$ cat src/rtl/ctrl_pkg.sv
// Shared types and constants for the instruction controller.
// Optional debug state port is enabled by defining CTRL_STATE_OUT_EN.
package ctrl_pkg;

    localparam int unsigned INSTR_W = 16;
    localparam int unsigned OP_W    = 4;
    localparam int unsigned RF_AW   = 4;
    localparam int unsigned ALU_W   = 3;
    localparam int unsigned STATE_W = 4;

    // Encodings are fixed so the debug display can show them directly.
    typedef enum logic [STATE_W-1:0] {
        S_INIT   = 4'd0,
        S_FETCH  = 4'd1,
        S_WAIT   = 4'd2,
        S_DECODE = 4'd3,
        S_NOOP   = 4'd4,
        S_LOAD_A = 4'd5,
        S_LOAD_B = 4'd6,
        S_STORE  = 4'd7,
        S_ADD    = 4'd8,
        S_SUB    = 4'd9,
        S_HALT   = 4'd10
    } state_e;

    localparam logic [OP_W-1:0] OP_NOOP  = 4'h0;
    localparam logic [OP_W-1:0] OP_STORE = 4'h1;
    localparam logic [OP_W-1:0] OP_LOAD  = 4'h2;
    localparam logic [OP_W-1:0] OP_ADD   = 4'h3;
    localparam logic [OP_W-1:0] OP_SUB   = 4'h4;
    localparam logic [OP_W-1:0] OP_HALT  = 4'h5;

    localparam logic [ALU_W-1:0] ALU_PASS = 3'd0;
    localparam logic [ALU_W-1:0] ALU_ADD  = 3'd1;
    localparam logic [ALU_W-1:0] ALU_SUB  = 3'd2;

endpackage

$ cat src/rtl/instr_controller_if.sv
// Controller-to-datapath bus: instruction ROM, data memory and register-file controls.
interface instr_controller_if
    import ctrl_pkg::*;
#(
    parameter int unsigned PC_W    = 7,
    parameter int unsigned DADDR_W = 8
);
    logic [INSTR_W-1:0] InstrData;
    logic [PC_W-1:0]    InstrAddr;
    logic [DADDR_W-1:0] D_Addr;
    logic               D_Wr;
    logic               RF_s;
    logic               RF_W_en;
    logic [RF_AW-1:0]   RF_W_addr;
    logic [RF_AW-1:0]   RF_Ra_addr;
    logic [RF_AW-1:0]   RF_Rb_addr;
    logic [ALU_W-1:0]   ALU_s;
    logic               Halted;

    modport master (
        input  InstrData,
        output InstrAddr, D_Addr, D_Wr, RF_s, RF_W_en,
        output RF_W_addr, RF_Ra_addr, RF_Rb_addr, ALU_s, Halted
    );

    modport slave (
        output InstrData,
        input  InstrAddr, D_Addr, D_Wr, RF_s, RF_W_en,
        input  RF_W_addr, RF_Ra_addr, RF_Rb_addr, ALU_s, Halted
    );
endinterface

$ cat src/rtl/pc_ir_reg.sv
// Program counter and instruction register; both advance together on a load strobe.
module pc_ir_reg #(
    parameter int unsigned PC_W = 7,
    parameter int unsigned IR_W = 16
) (
    input  logic            Clk,
    input  logic            ResetN,
    input  logic            load,
    input  logic [IR_W-1:0] instr_data,
    output logic [PC_W-1:0] pc,
    output logic [IR_W-1:0] ir
);

    // PC wraps naturally at 2**PC_W.
    always_ff @(posedge Clk or negedge ResetN) begin
        if (!ResetN) begin
            pc <= '0;
            ir <= '0;
        end else if (load) begin
            ir <= instr_data;
            pc <= pc + PC_W'(1);
        end
    end

endmodule

$ cat src/rtl/instr_controller.sv
// Multi-cycle fetch/decode/execute controller driving the register-file datapath.
// Define CTRL_STATE_OUT_EN to expose the state encoding on CurState.
module instr_controller
    import ctrl_pkg::*;
#(
    parameter int unsigned PC_W    = 7,
    parameter int unsigned DADDR_W = 8
) (
    input  logic               Clk,
    input  logic               ResetN,
    instr_controller_if.master bus
`ifdef CTRL_STATE_OUT_EN
    ,
    output logic [STATE_W-1:0] CurState
`endif
);

    state_e               state_q;
    state_e               state_d;
    logic [PC_W-1:0]      pc;
    logic [INSTR_W-1:0]   ir;
    logic                 ir_load_c;
    logic [OP_W-1:0]      opcode_c;
    logic [DADDR_W-1:0]   d_addr_c;

    assign ir_load_c = (state_q == S_WAIT);
    assign opcode_c  = ir[15:12];
    assign d_addr_c  = DADDR_W'(ir[11:4]);

    pc_ir_reg #(
        .PC_W (PC_W),
        .IR_W (INSTR_W)
    ) u_pc_ir (
        .Clk        (Clk),
        .ResetN     (ResetN),
        .load       (ir_load_c),
        .instr_data (bus.InstrData),
        .pc         (pc),
        .ir         (ir)
    );

    always_ff @(posedge Clk or negedge ResetN) begin
        if (!ResetN) state_q <= S_INIT;
        else         state_q <= state_d;
    end

    // Next-state logic.
    always_comb begin
        state_d = state_q;
        case (state_q)
            S_INIT:   state_d = S_FETCH;
            S_FETCH:  state_d = S_WAIT;
            S_WAIT:   state_d = S_DECODE;
            S_DECODE: begin
                case (opcode_c)
                    OP_STORE: state_d = S_STORE;
                    OP_LOAD:  state_d = S_LOAD_A;
                    OP_ADD:   state_d = S_ADD;
                    OP_SUB:   state_d = S_SUB;
                    OP_HALT:  state_d = S_HALT;
                    default:  state_d = S_NOOP;
                endcase
            end
            S_NOOP:   state_d = S_FETCH;
            S_LOAD_A: state_d = S_LOAD_B;
            S_LOAD_B: state_d = S_FETCH;
            S_STORE:  state_d = S_FETCH;
            S_ADD:    state_d = S_FETCH;
            S_SUB:    state_d = S_FETCH;
            S_HALT:   state_d = S_HALT;
            default:  state_d = S_INIT;
        endcase
    end

    // Moore output decode from registered state and IR.
    always_comb begin
        bus.InstrAddr  = pc;
        bus.D_Addr     = '0;
        bus.D_Wr       = 1'b0;
        bus.RF_s       = 1'b0;
        bus.RF_W_en    = 1'b0;
        bus.RF_W_addr  = '0;
        bus.RF_Ra_addr = '0;
        bus.RF_Rb_addr = '0;
        bus.ALU_s      = ALU_PASS;
        bus.Halted     = 1'b0;
        case (state_q)
            S_LOAD_A: bus.D_Addr = d_addr_c;
            S_LOAD_B: begin
                bus.D_Addr    = d_addr_c;
                bus.RF_s      = 1'b1;
                bus.RF_W_en   = 1'b1;
                bus.RF_W_addr = ir[3:0];
            end
            S_STORE: begin
                bus.D_Addr     = d_addr_c;
                bus.RF_Ra_addr = ir[3:0];
                bus.D_Wr       = 1'b1;
            end
            S_ADD, S_SUB: begin
                bus.RF_Ra_addr = ir[11:8];
                bus.RF_Rb_addr = ir[7:4];
                bus.ALU_s      = (state_q == S_ADD) ? ALU_ADD : ALU_SUB;
                bus.RF_W_en    = 1'b1;
                bus.RF_W_addr  = ir[3:0];
            end
            S_HALT:  bus.Halted = 1'b1;
            default: ;
        endcase
    end

`ifdef CTRL_STATE_OUT_EN
    assign CurState = state_q;
`endif

endmodule

$ cat src/flat_wrapper.sv
// flat-port wrapper written by rule: the top's interface ports become plain ports
module instr_controller_flat import ctrl_pkg::*;
#(
    parameter int unsigned PC_W    = 7,
    parameter int unsigned DADDR_W = 8
)
  (Clk, ResetN, bus_InstrData, bus_InstrAddr, bus_D_Addr, bus_D_Wr, bus_RF_s, bus_RF_W_en, bus_RF_W_addr, bus_RF_Ra_addr, bus_RF_Rb_addr, bus_ALU_s, bus_Halted);
  instr_controller_if #(.PC_W(PC_W), .DADDR_W(DADDR_W)) bus_i ();
  input  logic Clk;
  input  logic ResetN;
  input wire logic [$bits(bus_i.InstrData)-1:0] bus_InstrData;
  output wire logic [$bits(bus_i.InstrAddr)-1:0] bus_InstrAddr;
  output wire logic [$bits(bus_i.D_Addr)-1:0] bus_D_Addr;
  output wire logic [$bits(bus_i.D_Wr)-1:0] bus_D_Wr;
  output wire logic [$bits(bus_i.RF_s)-1:0] bus_RF_s;
  output wire logic [$bits(bus_i.RF_W_en)-1:0] bus_RF_W_en;
  output wire logic [$bits(bus_i.RF_W_addr)-1:0] bus_RF_W_addr;
  output wire logic [$bits(bus_i.RF_Ra_addr)-1:0] bus_RF_Ra_addr;
  output wire logic [$bits(bus_i.RF_Rb_addr)-1:0] bus_RF_Rb_addr;
  output wire logic [$bits(bus_i.ALU_s)-1:0] bus_ALU_s;
  output wire logic [$bits(bus_i.Halted)-1:0] bus_Halted;
  assign bus_i.InstrData = bus_InstrData;
  assign bus_InstrAddr = bus_i.InstrAddr;
  assign bus_D_Addr = bus_i.D_Addr;
  assign bus_D_Wr = bus_i.D_Wr;
  assign bus_RF_s = bus_i.RF_s;
  assign bus_RF_W_en = bus_i.RF_W_en;
  assign bus_RF_W_addr = bus_i.RF_W_addr;
  assign bus_RF_Ra_addr = bus_i.RF_Ra_addr;
  assign bus_RF_Rb_addr = bus_i.RF_Rb_addr;
  assign bus_ALU_s = bus_i.ALU_s;
  assign bus_Halted = bus_i.Halted;
  instr_controller #(.PC_W(PC_W), .DADDR_W(DADDR_W)) u_core (.Clk(Clk), .ResetN(ResetN), .bus(bus_i));
endmodule
$ cat config.mk
export PLATFORM = sky130hd
export DESIGN_NAME = instr_controller_flat
export DESIGN_NICKNAME = d
export VERILOG_FILES = /design/src/rtl/ctrl_pkg.sv /design/src/rtl/instr_controller_if.sv /design/src/rtl/pc_ir_reg.sv /design/src/rtl/instr_controller.sv /design/src/flat_wrapper.sv
export SDC_FILE = /design/constraint.sdc
export NUM_CORES = 1
export LEC_CHECK = 0
export BUFFER_PORTS_ARGS = -buffer_cell sky130_fd_sc_hd__buf_2
export CAP_MARGIN = 20
export CORE_ASPECT_RATIO = 1.25
export CORE_MARGIN = 10
export CORE_UTILIZATION = 48
export DETAILED_ROUTE_END_ITERATION = 12
export GPL_TIMING_DRIVEN = 0
export PLACE_DENSITY = 0.78
export SLEW_MARGIN = 20
export SYNTH_ARGS = -nofsm -noshare
export SYNTH_HDL_FRONTEND = slang
export SYNTH_HIERARCHICAL = 1
export SYNTH_SLANG_ARGS = --single-unit
$ cat constraint.sdc
create_clock -name Clk -period 2 [get_ports Clk]
set_clock_uncertainty 0.05 [all_clocks]
set_input_delay 0.1 -clock Clk [delete_from_list [all_inputs] [get_ports Clk]]
set_output_delay 0.1 -clock Clk [all_outputs]
set_load 0.05 [all_outputs]
==> flow_metrics.env, run 1 <==
export IMPL_antenna_found_initial=0
export IMPL_ir_drop_mv=1.15
export IMPL_grt_pass1_wl_microns=6090
export IMPL_gp_congestion=0.733
export IMPL_rrSetupSlack_ns=0.16
export IMPL_cp_max_fo=10
export IMPL_via_count=1135
export IMPL_pre_cts_slack_ns=-0.0710
export IMPL_finalHoldViolCount=0
export IMPL_numClockSinks=27
export IMPL_cts_buffers=3
export IMPL_powerDensity_mw_per_mm2=1540
export IMPL_drt_first_pass_iters=4
export IMPL_fmax_ghz=0.520
export IMPL_wl_met2_microns=1920
export IMPL_clk_pin_slew_worst_paths_ns=0.14
export IMPL_synthTopCellsByCount="27 x dfrtp_1, 17 x mux2_2, 13 x and2_1"
export IMPL_coreArea_sq_mm=0.00273
export IMPL_post_synth_top_count_cell="dfrtp_1"
export IMPL_die_width_microns=68.1
export IMPL_avgViaCountPerCell=5.11
export IMPL_cap_violations=0
export IMPL_diodes=0
export IMPL_clkLatencyLatePin_ns=0.31
export IMPL_p_int_mw=1.52
export IMPL_htree_levels=1
export IMPL_fin_hold_ws_ns=0.256
export IMPL_finalWirelength_microns=3660
export IMPL_synth_area_leaders="dfrtp_1 49%, mux2_2 14%, and2_1 5.9%, a22o_1 2.5%, xnor2_1 2.5%"
export IMPL_p_total_mw=2.93
export IMPL_yosysTopAreaCell="dfrtp_1"
export IMPL_p_leak_nw=0.947
export IMPL_hpwlAfterDp_microns=2610
export IMPL_synth_edff_count=0
export IMPL_grt_max_degree=28
export IMPL_ant_nets=0
export IMPL_ys_flop_type="dfrtp_1"
export IMPL_fin_crit_sh_pct=96.2
export IMPL_io_buffers=50
export IMPL_period_needed_ns=1.92
export IMPL_slew_headroom_pct=59.9
export IMPL_postSynthAreaPerCell_sq_um=11.8
export IMPL_status="finished clean"
export IMPL_cts_tree="yes"
export IMPL_clockBufferDepth=2
export IMPL_dieArea_sq_mm=0.00546
export IMPL_layout_nets=208
export IMPL_placed_area_sq_mm=0.00169
export IMPL_sequentialPowerShare_pct=35.8
export IMPL_setup_ws_ns=0.0759
export IMPL_final_cells=222
export IMPL_synth_seq_area_share_pct=48.6
export IMPL_worstSetupPathType="flip-flop to primary output"
export IMPL_synth_seq_cells=27
export IMPL_met3WireLength_microns=273
export IMPL_switching_share_pct=48.1
export IMPL_setup_tns_final_ns=0
export IMPL_clock_root_buffer="clkbuf_4"
export IMPL_async_reset_ff_share_pct=100
export IMPL_grt_setup_unrepaired="true"
export IMPL_netlist_cell_type_count=31
export IMPL_drt_first_iter_violations=38
export IMPL_drcViolationCount=0
export IMPL_syn2layout_area_growth_pct=37.1
export IMPL_routedWlPerCell_microns=16.5
export IMPL_worst_endpoint_required_ns=1.85
export IMPL_postLayoutCoreUtil_pct=69.7
export IMPL_initial_core_util_pct=50.9
export IMPL_drv_slew=0
export IMPL_grt_ovfl_total=0
export IMPL_switching_power_mw=1.41
export IMPL_track_usage_pct=14.0
export IMPL_yosysTopAreaCellShare_pct=48.6
export IMPL_yosys_warnings=6
export IMPL_highest_layer="met4"
export IMPL_worstPathArrival_ns=1.77
export IMPL_post_cts_buffers=0
export IMPL_grt_pass1_vias=1287
export IMPL_hold_path_class="input pin to async pin"
export IMPL_design_area_sq_mm=0.00191
export IMPL_rows=21
export IMPL_crit_path_start_kind="flip-flop"
export IMPL_drive_gt1_share_pct=44.1
export IMPL_syn_nets=137
export IMPL_setup_viol=0
export IMPL_synthesis_area_sq_mm=0.00139
export IMPL_crit_path_end_kind="primary output"
export IMPL_combPwrFrac_pct=56.4
export IMPL_power_frac_clock_pct=7.9
export IMPL_dp_cells=202
export IMPL_io_pins=52
export IMPL_drt_met1_wl_microns=1400
export IMPL_syn_inst=118
export IMPL_die_height_microns=80.2
export IMPL_tightest_slew_ns=0.601
## power groups by stage
| stage | combinational, mW | clock (mW) | sequential (mW) |
|---|---|---|---|
| 6_report | 1.65 | 0.231 | 1.05 |
| 5_1_grt | 1.76 | 0.258 | 1.09 |
| 4_1_cts | 1.63 | 0.238 | 1.04 |
| 3_5_place_dp | 1.60 | 0 | 1.05 |
| 3_3_place_gp | 1.55 | 0 | 1.03 |
| 2_1_floorplan | 1.11 | 0 | 1.16 |
## final cells by class
class	count	area, sq um
Tap cell	34	42.5
Inverter	3	11.3
Sequential cell	27	677
Multi-Input combinational cell	80	673
Buffer	7	52.6
Clock buffer	4	26.3
Timing Repair Buffer	67	423
Fill cell	216	827
## worst max-delay path, stage by stage, from the launching register on
cell and delay [ns]:
dfrtp_1 0.41, buf_2 0.19, and4bb_2 0.25, nor2_1 0.30, nor2b_1 0.09, buf_2 0.22
## per-layer routing
layer | GRT usage [%] | up-vias
li1 | - | 547
met1 | 15.5 | 549
met2 | 24.1 | 31
met3 | 4.72 | 8
met4 | 5.04 | 0
met5 | 0 | -
## path summary, 6_finish.rpt
kind,from,endpoint,depth (start not counted)
worst min register to register,u_core/u_pc_ir/pc[6],u_core/u_pc_ir/pc[6],1
worst max register to register,u_core/state_q[0],u_core/u_pc_ir/ir[13],4
min in group Clk,u_core/u_pc_ir/pc[6],u_core/u_pc_ir/pc[6],1
worst max-delay path,u_core/state_q[1],bus_RF_W_addr[2],5
worst min-delay path,ResetN,u_core/u_pc_ir/ir[13],2
max in group asynchronous,ResetN,u_core/state_q[3],2
## cells in the final DEF (no fill, tap or decap), drive strengths merged, types with 2 or more instances in the layout
master | synthesis | layout
a211o | 2 | 2
nor4b | 3 | 3
buf | 7 | 56
nand2b | 5 | 5
nor2 | 5 | 5
a22o | 4 | 4
dfrtp | 27 | 27
nor2b | 5 | 5
and2 | 13 | 13
inv | 3 | 3
xnor2 | 4 | 4
mux2 | 17 | 17
clkbuf | 1 | 5
a21oi | 2 | 2
dlygate4sd3 | 0 | 17
nand2 | 3 | 3
xor2 | 4 | 4
nand4 | 2 | 2
## sequential cells by signal, summed over array words and instances (netlist names)
register           flops
u_core/u_pc_ir/ir     16
u_core/u_pc_ir/pc      7
u_core/state_q         4
## timing repair
item / 4_1_cts / 5_1_grt
cloned: 0 / 0
setup endpoints to repair: 9 / 21
resized for setup: 1 / 4
hold endpoints to repair: 43 / 0
pin swaps: 0 / 0
hold buffers: 17 / 0
## kinds of logic after synthesis
family | after synthesis | share of synthesized area [%]
simple gates | 41 | 19.4
flops | 27 | 48.6
mux | 17 | 13.8
compound gates | 12 | 7.20
buf+inv | 11 | 4.86
xor+xnor | 8 | 5.04
fa+ha+maj | 1 | 0.900
other cells | 1 | 0.270
Power figures use the tool's default switching activity.
==> run 2: changes to the inputs <==
==> constraint.sdc (replaced) <==
create_clock -name Clk -period 2 [get_ports Clk]
set_clock_uncertainty 0.05 [all_clocks]
set_input_delay 0.1 -clock Clk [delete_from_list [all_inputs] [get_ports Clk]]
set_output_delay 0.1 -clock Clk [all_outputs]
set_load 0.005 [all_outputs]
==> run 2 against run 1 <==
Compared with the run above: sequential share of layout area is 0.26 points higher; combinational power is 33% lower; clock power is 3% higher; hold slack worse by 0.020 ns; non-clock buffer count is 1 higher; die area stayed put; global-route usage is 0.40 points lower; maximum frequency is 4.6% higher; worst setup slack better by 0.085 ns; register-to-register slack hardly changed; sequential power hardly changed; cell count is 0.90% higher; largest cell class unchanged.
==> flow_metrics.env, run 2 (same netlist as run 1, synthesis figures left out) <==
export IMPL_switching_share_pct=37.0
export IMPL_path_cells="buf_2 -> nor4b_2 -> buf_2 -> mux2_2"
export IMPL_r2r_cells=4
export IMPL_grt_pass1_wl_microns=5830
export IMPL_cpPeakStageDelay_ns=0.41
export IMPL_top_register="u_core/u_pc_ir/ir"
export IMPL_die_width_microns=68.1
export IMPL_switching_power_mw=0.881
export IMPL_hpwlAfterDp_microns=2670
export IMPL_r2r_start="u_core/state_q[0]"
export IMPL_largest_reg_flops=16
export IMPL_endpoint="u_core/u_pc_ir/ir[7]"
export IMPL_cts_buffers=3
export IMPL_p_total_mw=2.38
export IMPL_initial_core_util_pct=50.9
export IMPL_cp_slowest_cell="dfrtp_1"
export IMPL_tightest_slew_ns=0.586
export IMPL_grt_pass1_vias=1209
export IMPL_postLayoutCoreUtil_pct=69.1
export IMPL_rows=21
export IMPL_io_buffers=50
export IMPL_worstPathArrival_ns=2.02
export IMPL_hold_path_class="input pin to async pin"
export IMPL_r2r_end="u_core/u_pc_ir/ir[7]"
export IMPL_layout_nets=209
export IMPL_crit_path_start_kind="flip-flop"
export IMPL_setup_ws_ns=0.161
export IMPL_cp_max_fo=10
export IMPL_finalHoldViolCount=0
export IMPL_final_cell_mix="53 x buf_2, 27 x dfrtp_1, 17 x dlygate4sd3_1, 17 x mux2_2, 13 x and2_1"
export IMPL_p_leak_nw=0.944
export IMPL_via_count=1151
export IMPL_grt_max_degree=28
export IMPL_startpoint="u_core/state_q[0]"
export IMPL_htree_levels=1
export IMPL_drive_gt1_share_pct=42.3
export IMPL_powerDensity_mw_per_mm2=1260
export IMPL_combPwrFrac_pct=46.2
export IMPL_fin_crit_sh_pct=91.9
export IMPL_die_height_microns=80.2
export IMPL_p_int_mw=1.50
export IMPL_fin_hold_ws_ns=0.236
export IMPL_numClockSinks=27
export IMPL_coreArea_sq_mm=0.00273
export IMPL_grt_ovfl_total=0
export IMPL_status="finished clean"
export IMPL_clockBufferDepth=2
export IMPL_drcViolationCount=0
export IMPL_setup_viol=0
export IMPL_gp_congestion=0.809
export IMPL_drv_slew=0
export IMPL_drt_first_pass_iters=4
export IMPL_reg_top3="u_core/u_pc_ir/ir: 16 flops, u_core/u_pc_ir/pc: 7 flops, u_core/state_q: 4 flops"
export IMPL_cp_depth=4
export IMPL_worstSetupPathType="flip-flop to flip-flop"
export IMPL_layout_commonest_cell="buf_2"
export IMPL_io_pins=52
export IMPL_cp_top_family="buffers and inverters"
export IMPL_syn2layout_area_growth_pct=35.8
export IMPL_cts_tree="yes"
export IMPL_rrSetupSlack_ns=0.16
export IMPL_sequentialPowerShare_pct=43.9
export IMPL_critPathBufInv=2
export IMPL_finalWirelength_microns=3570
export IMPL_crit_path_end_kind="flip-flop"
export IMPL_power_frac_clock_pct=10.0
export IMPL_period_needed_ns=1.84
export IMPL_post_cts_buffers=0
export IMPL_ant_nets=0
export IMPL_routedWlPerCell_microns=15.9
export IMPL_cp_common_cell="buf_2"
export IMPL_avgViaCountPerCell=5.14
export IMPL_grt_setup_unrepaired="false"
export IMPL_pre_cts_slack_ns=-0.0167
export IMPL_clock_root_buffer="clkbuf_4"
export IMPL_clkLatencyLatePin_ns=0.33
export IMPL_dieArea_sq_mm=0.00546
export IMPL_cap_violations=0
export IMPL_antenna_found_initial=0
export IMPL_slew_headroom_pct=60.9
export IMPL_clk_pin_slew_worst_paths_ns=0.14
export IMPL_ir_drop_mv=0.908
export IMPL_track_usage_pct=13.6
export IMPL_worst_endpoint_required_ns=2.18
export IMPL_drt_first_iter_violations=63
export IMPL_fillers=224
export IMPL_fmax_ghz=0.544
[run 2: changes by cell type in the layout (fill, tap and decap cells not counted)]
cell | previous run | this run
buf_2 | 52 | 53
nor4b_4 | 1 | 0
diode_2 | 0 | 1
clkbuf_1 | 1 | 2
nor3b_2 | 1 | 0
dfrtp_1 | 26 | 27
dfrtp_2 | 1 | 0
nor3b_1 | 0 | 1
nor4b_1 | 1 | 2
clkbuf_4 | 4 | 3
[run 2: layer usage]
metal	share of wire [%]	vias to the layer above	track usage [%]	routed length [microns]
li1	-	548	-	-
met1	37	561	15.4	1330
met2	54	36	22.9	1930
met3	6.4	6	3.19	230
met4	2.0	0	7.06	72
met5	0	-	0	0
[run 2: power by group through the flow]
stage	Clock (mW)	Combinational, mW	Sequential [mW]
2_1_floorplan	0	0.766	0.994
3_3_place_gp	0	1.04	1.02
3_5_place_dp	0	1.08	1.05
4_1_cts	0.242	1.11	1.04
5_1_grt	0.264	1.21	1.09
6_report	0.237	1.10	1.05
[run 2: timing repair]
item / in CTS / in global routing
resized for setup: 1 / 0
endpoints found under the hold margin: 43 / 0
hold buffers: 17 / 0
setup endpoints to repair: 8 / 0
[run 2: worst min-delay path by stage]
| stage | cells past startpoint | slack [ns] | startpoint | endpoint |
|---|---|---|---|---|
| after floorplan | 0 | -0.25 | ResetN | u_core/state_q[0] |
| after global placement | 1 | 0.08 | ResetN | u_core/u_pc_ir/ir[15] |
| after detailed placement | 1 | 0.1 | ResetN | u_core/u_pc_ir/ir[15] |
| after CTS | 2 | 0.27 | ResetN | u_core/state_q[3] |
| after global routing | 2 | 0.29 | ResetN | u_core/u_pc_ir/pc[0] |
| final | 2 | 0.24 | ResetN | u_core/u_pc_ir/ir[15] |
[run 2: layout make-up]
class                      instances  area [sq um]  share of cell area (%)
sequential                        27           676                    35.8
multi-input combinational         80           653                    34.6
timing repair buffer              67           420                    22.3
buffer                             8          56.3                    2.98
tap                               34          42.5                    2.25
clock buffer                       4          26.3                    1.39
inverter                           3          11.3                   0.596
antenna                            1          2.50                   0.133
[run 2: metrics by stage]
step	std cells	TNS (ns)	area (sq um)
after CTS	223	0	1890
after global placement	202	0	1680
final	224	0	1890
after floorplan	118	0	1390
after detailed placement	202	-0.0520	1680
after global routing	223	0	1890
==> run 3: changes to the inputs <==
--- a/config.mk
+++ b/config.mk
@@ -9,10 +9,10 @@
 export CAP_MARGIN = 20
 export CORE_ASPECT_RATIO = 1.25
 export CORE_MARGIN = 10
-export CORE_UTILIZATION = 48
+export CORE_UTILIZATION = 52
 export DETAILED_ROUTE_END_ITERATION = 12
 export GPL_TIMING_DRIVEN = 0
-export PLACE_DENSITY = 0.78
+export PLACE_DENSITY = 0.84
 export SLEW_MARGIN = 20
 export SYNTH_ARGS = -nofsm -noshare
 export SYNTH_HDL_FRONTEND = slang
==> constraint.sdc (replaced) <==
create_clock -name Clk -period 2.3 [get_ports Clk]
set_clock_uncertainty 0.05 [all_clocks]
set_input_delay 0.115 -clock Clk [delete_from_list [all_inputs] [get_ports Clk]]
set_output_delay 0.115 -clock Clk [all_outputs]
set_load 0.005 [all_outputs]
==> run 3 against run 2 <==
Compared with the run above: sequential cell count did not move; largest cell class unchanged; non-clock buffer count did not move; final area fell by 0.53%; register-to-register slack improved by 0.10 ns; critical path type unchanged; critical path depth did not move.
==> flow_metrics.env, run 3 (same netlist as run 1, synthesis figures left out) <==
export IMPL_cap_violations=0
export IMPL_cts_buffers=3
export IMPL_initial_core_util_pct=55.5
export IMPL_drt_first_iter_violations=17
export IMPL_grt_setup_unrepaired="false"
export IMPL_antenna_found_initial=0
export IMPL_grt_ovfl_total=0
export IMPL_avgViaCountPerCell=5.06
export IMPL_powerDensity_mw_per_mm2=1100
export IMPL_ir_drop_mv=0.750
export IMPL_coreArea_sq_mm=0.00250
export IMPL_worst_endpoint_required_ns=2.47
export IMPL_period_needed_ns=2.04
export IMPL_postLayoutCoreUtil_pct=75.1
export IMPL_fillers=169
export IMPL_final_cell_mix="53 x buf_2, 27 x dfrtp_1, 17 x dlygate4sd3_1, 17 x mux2_2, 13 x and2_1"
export IMPL_finalHoldViolCount=0
export IMPL_final_cells=222
export IMPL_drt_first_pass_iters=4
export IMPL_grt_max_degree=28
export IMPL_layout_commonest_cell="buf_2"
export IMPL_slew_headroom_pct=59.9
export IMPL_crit_path_end_kind="flip-flop"
export IMPL_fmax_ghz=0.490
export IMPL_grt_pass1_vias=1221
export IMPL_die_width_microns=66.2
export IMPL_reg_top3="u_core/u_pc_ir/ir: 16 flops, u_core/u_pc_ir/pc: 7 flops, u_core/state_q: 4 flops"
export IMPL_worstSetupPathType="flip-flop to flip-flop"
export IMPL_layout_nets=209
export IMPL_numClockSinks=27
export IMPL_worstPathArrival_ns=2.21
export IMPL_ctsResizeCount=0
export IMPL_via_count=1124
export IMPL_setup_tns_final_ns=0
export IMPL_cp_max_fo=10
export IMPL_dp_cells=201
export IMPL_io_buffers=50
export IMPL_p_total_mw=2.06
export IMPL_hpwlAfterDp_microns=2660
export IMPL_drv_slew=0
export IMPL_io_pins=52
export IMPL_dieArea_sq_mm=0.00515
export IMPL_syn2layout_area_growth_pct=35.1
export IMPL_diodes=0
export IMPL_drcViolationCount=0
export IMPL_fin_crit_sh_pct=88.7
export IMPL_htree_levels=1
export IMPL_clockBufferDepth=2
export IMPL_r2r_cells=4
export IMPL_cts_tree="yes"
export IMPL_rows=20
export IMPL_finalWirelength_microns=3650
export IMPL_tightest_slew_ns=0.593
export IMPL_die_height_microns=77.8
export IMPL_routedWlPerCell_microns=16.5
export IMPL_crit_path_start_kind="flip-flop"
export IMPL_post_cts_buffers=0
export IMPL_gp_congestion=0.748
export IMPL_clk_pin_slew_worst_paths_ns=0.14
export IMPL_hold_path_class="input pin to async pin"
export IMPL_track_usage_pct=14.7
export IMPL_top_register="u_core/u_pc_ir/ir"
export IMPL_p_leak_nw=0.942
export IMPL_ant_nets=0
export IMPL_status="finished clean"
export IMPL_clock_root_buffer="clkbuf_4"
export IMPL_grt_pass1_wl_microns=5980
export IMPL_clkLatencyLatePin_ns=0.32
export IMPL_setup_viol=0
export IMPL_drive_gt1_share_pct=41.8
export IMPL_largest_reg_flops=16
-- run 3: final cells by class --
class                   count  area (sq um)  area share [%]
flip-flops and latches     27           676            36.0
well taps                  33          41.3            2.20
inverters                   3          11.3           0.600
clock buffers               4          26.3            1.40
plain buffers               8          56.3            3.00
repair buffers             67           420            22.4
multi-input cells          80           647            34.4
-- run 3: per-layer routing --
| layer | global-route usage [%] | vias to the layer above | share of wire, % |
|---|---|---|---|
| met2 | 27.2 | 26 | 57 |
| li1 | - | 554 | - |
| met1 | 14.3 | 534 | 35 |
| met3 | 4.31 | 10 | 5.1 |
| met4 | 6.30 | 0 | 2.2 |
| met5 | 0 | - | 0 |
-- run 3: path summary, 6_finish.rpt --
check,startpoint,to,slack [ns]
min in group Clk,u_core/u_pc_ir/pc[6],u_core/u_pc_ir/pc[6],0.42
max,u_core/state_q[0],u_core/u_pc_ir/ir[10],0.26
min,ResetN,u_core/state_q[3],0.26
min reg2reg,u_core/u_pc_ir/pc[6],u_core/u_pc_ir/pc[6],0.42
max reg2reg,u_core/state_q[0],u_core/u_pc_ir/ir[10],0.26
max in group asynchronous,ResetN,u_core/u_pc_ir/ir[4],1.55
-- run 3: report_power, final --
group	switching, mW	internal, mW	total [mW]
Combinational	0.416	0.538	0.954
Clock	0.136	0.0679	0.204
Sequential	0.206	0.696	0.901
-- run 3: worst max-delay path, cell delays in order, from the launching register on --
cell and delay [ns]:
dfrtp_1 0.39, buf_2 0.17, nor4b_1 0.57, buf_2 0.38, mux2_2 0.38
-- run 3: timing repair --
action                                  in CTS  in global routing
endpoints found under the setup margin       0                  0
endpoints found under the hold margin       43                  0
hold buffers                                17                  0
-- run 3: per-stage QoR --
step | hold WS (ns) | area, sq um | setup WS [ns]
3_5_place_dp | 0.109 | 1680 | 0.290
3_3_place_gp | 0.0972 | 1680 | 0.280
5_1_grt | 0.305 | 1880 | 0.145
4_1_cts | 0.284 | 1880 | 0.262
6_report | 0.258 | 1880 | 0.261
2_1_floorplan | -0.231 | 1390 | 0.511
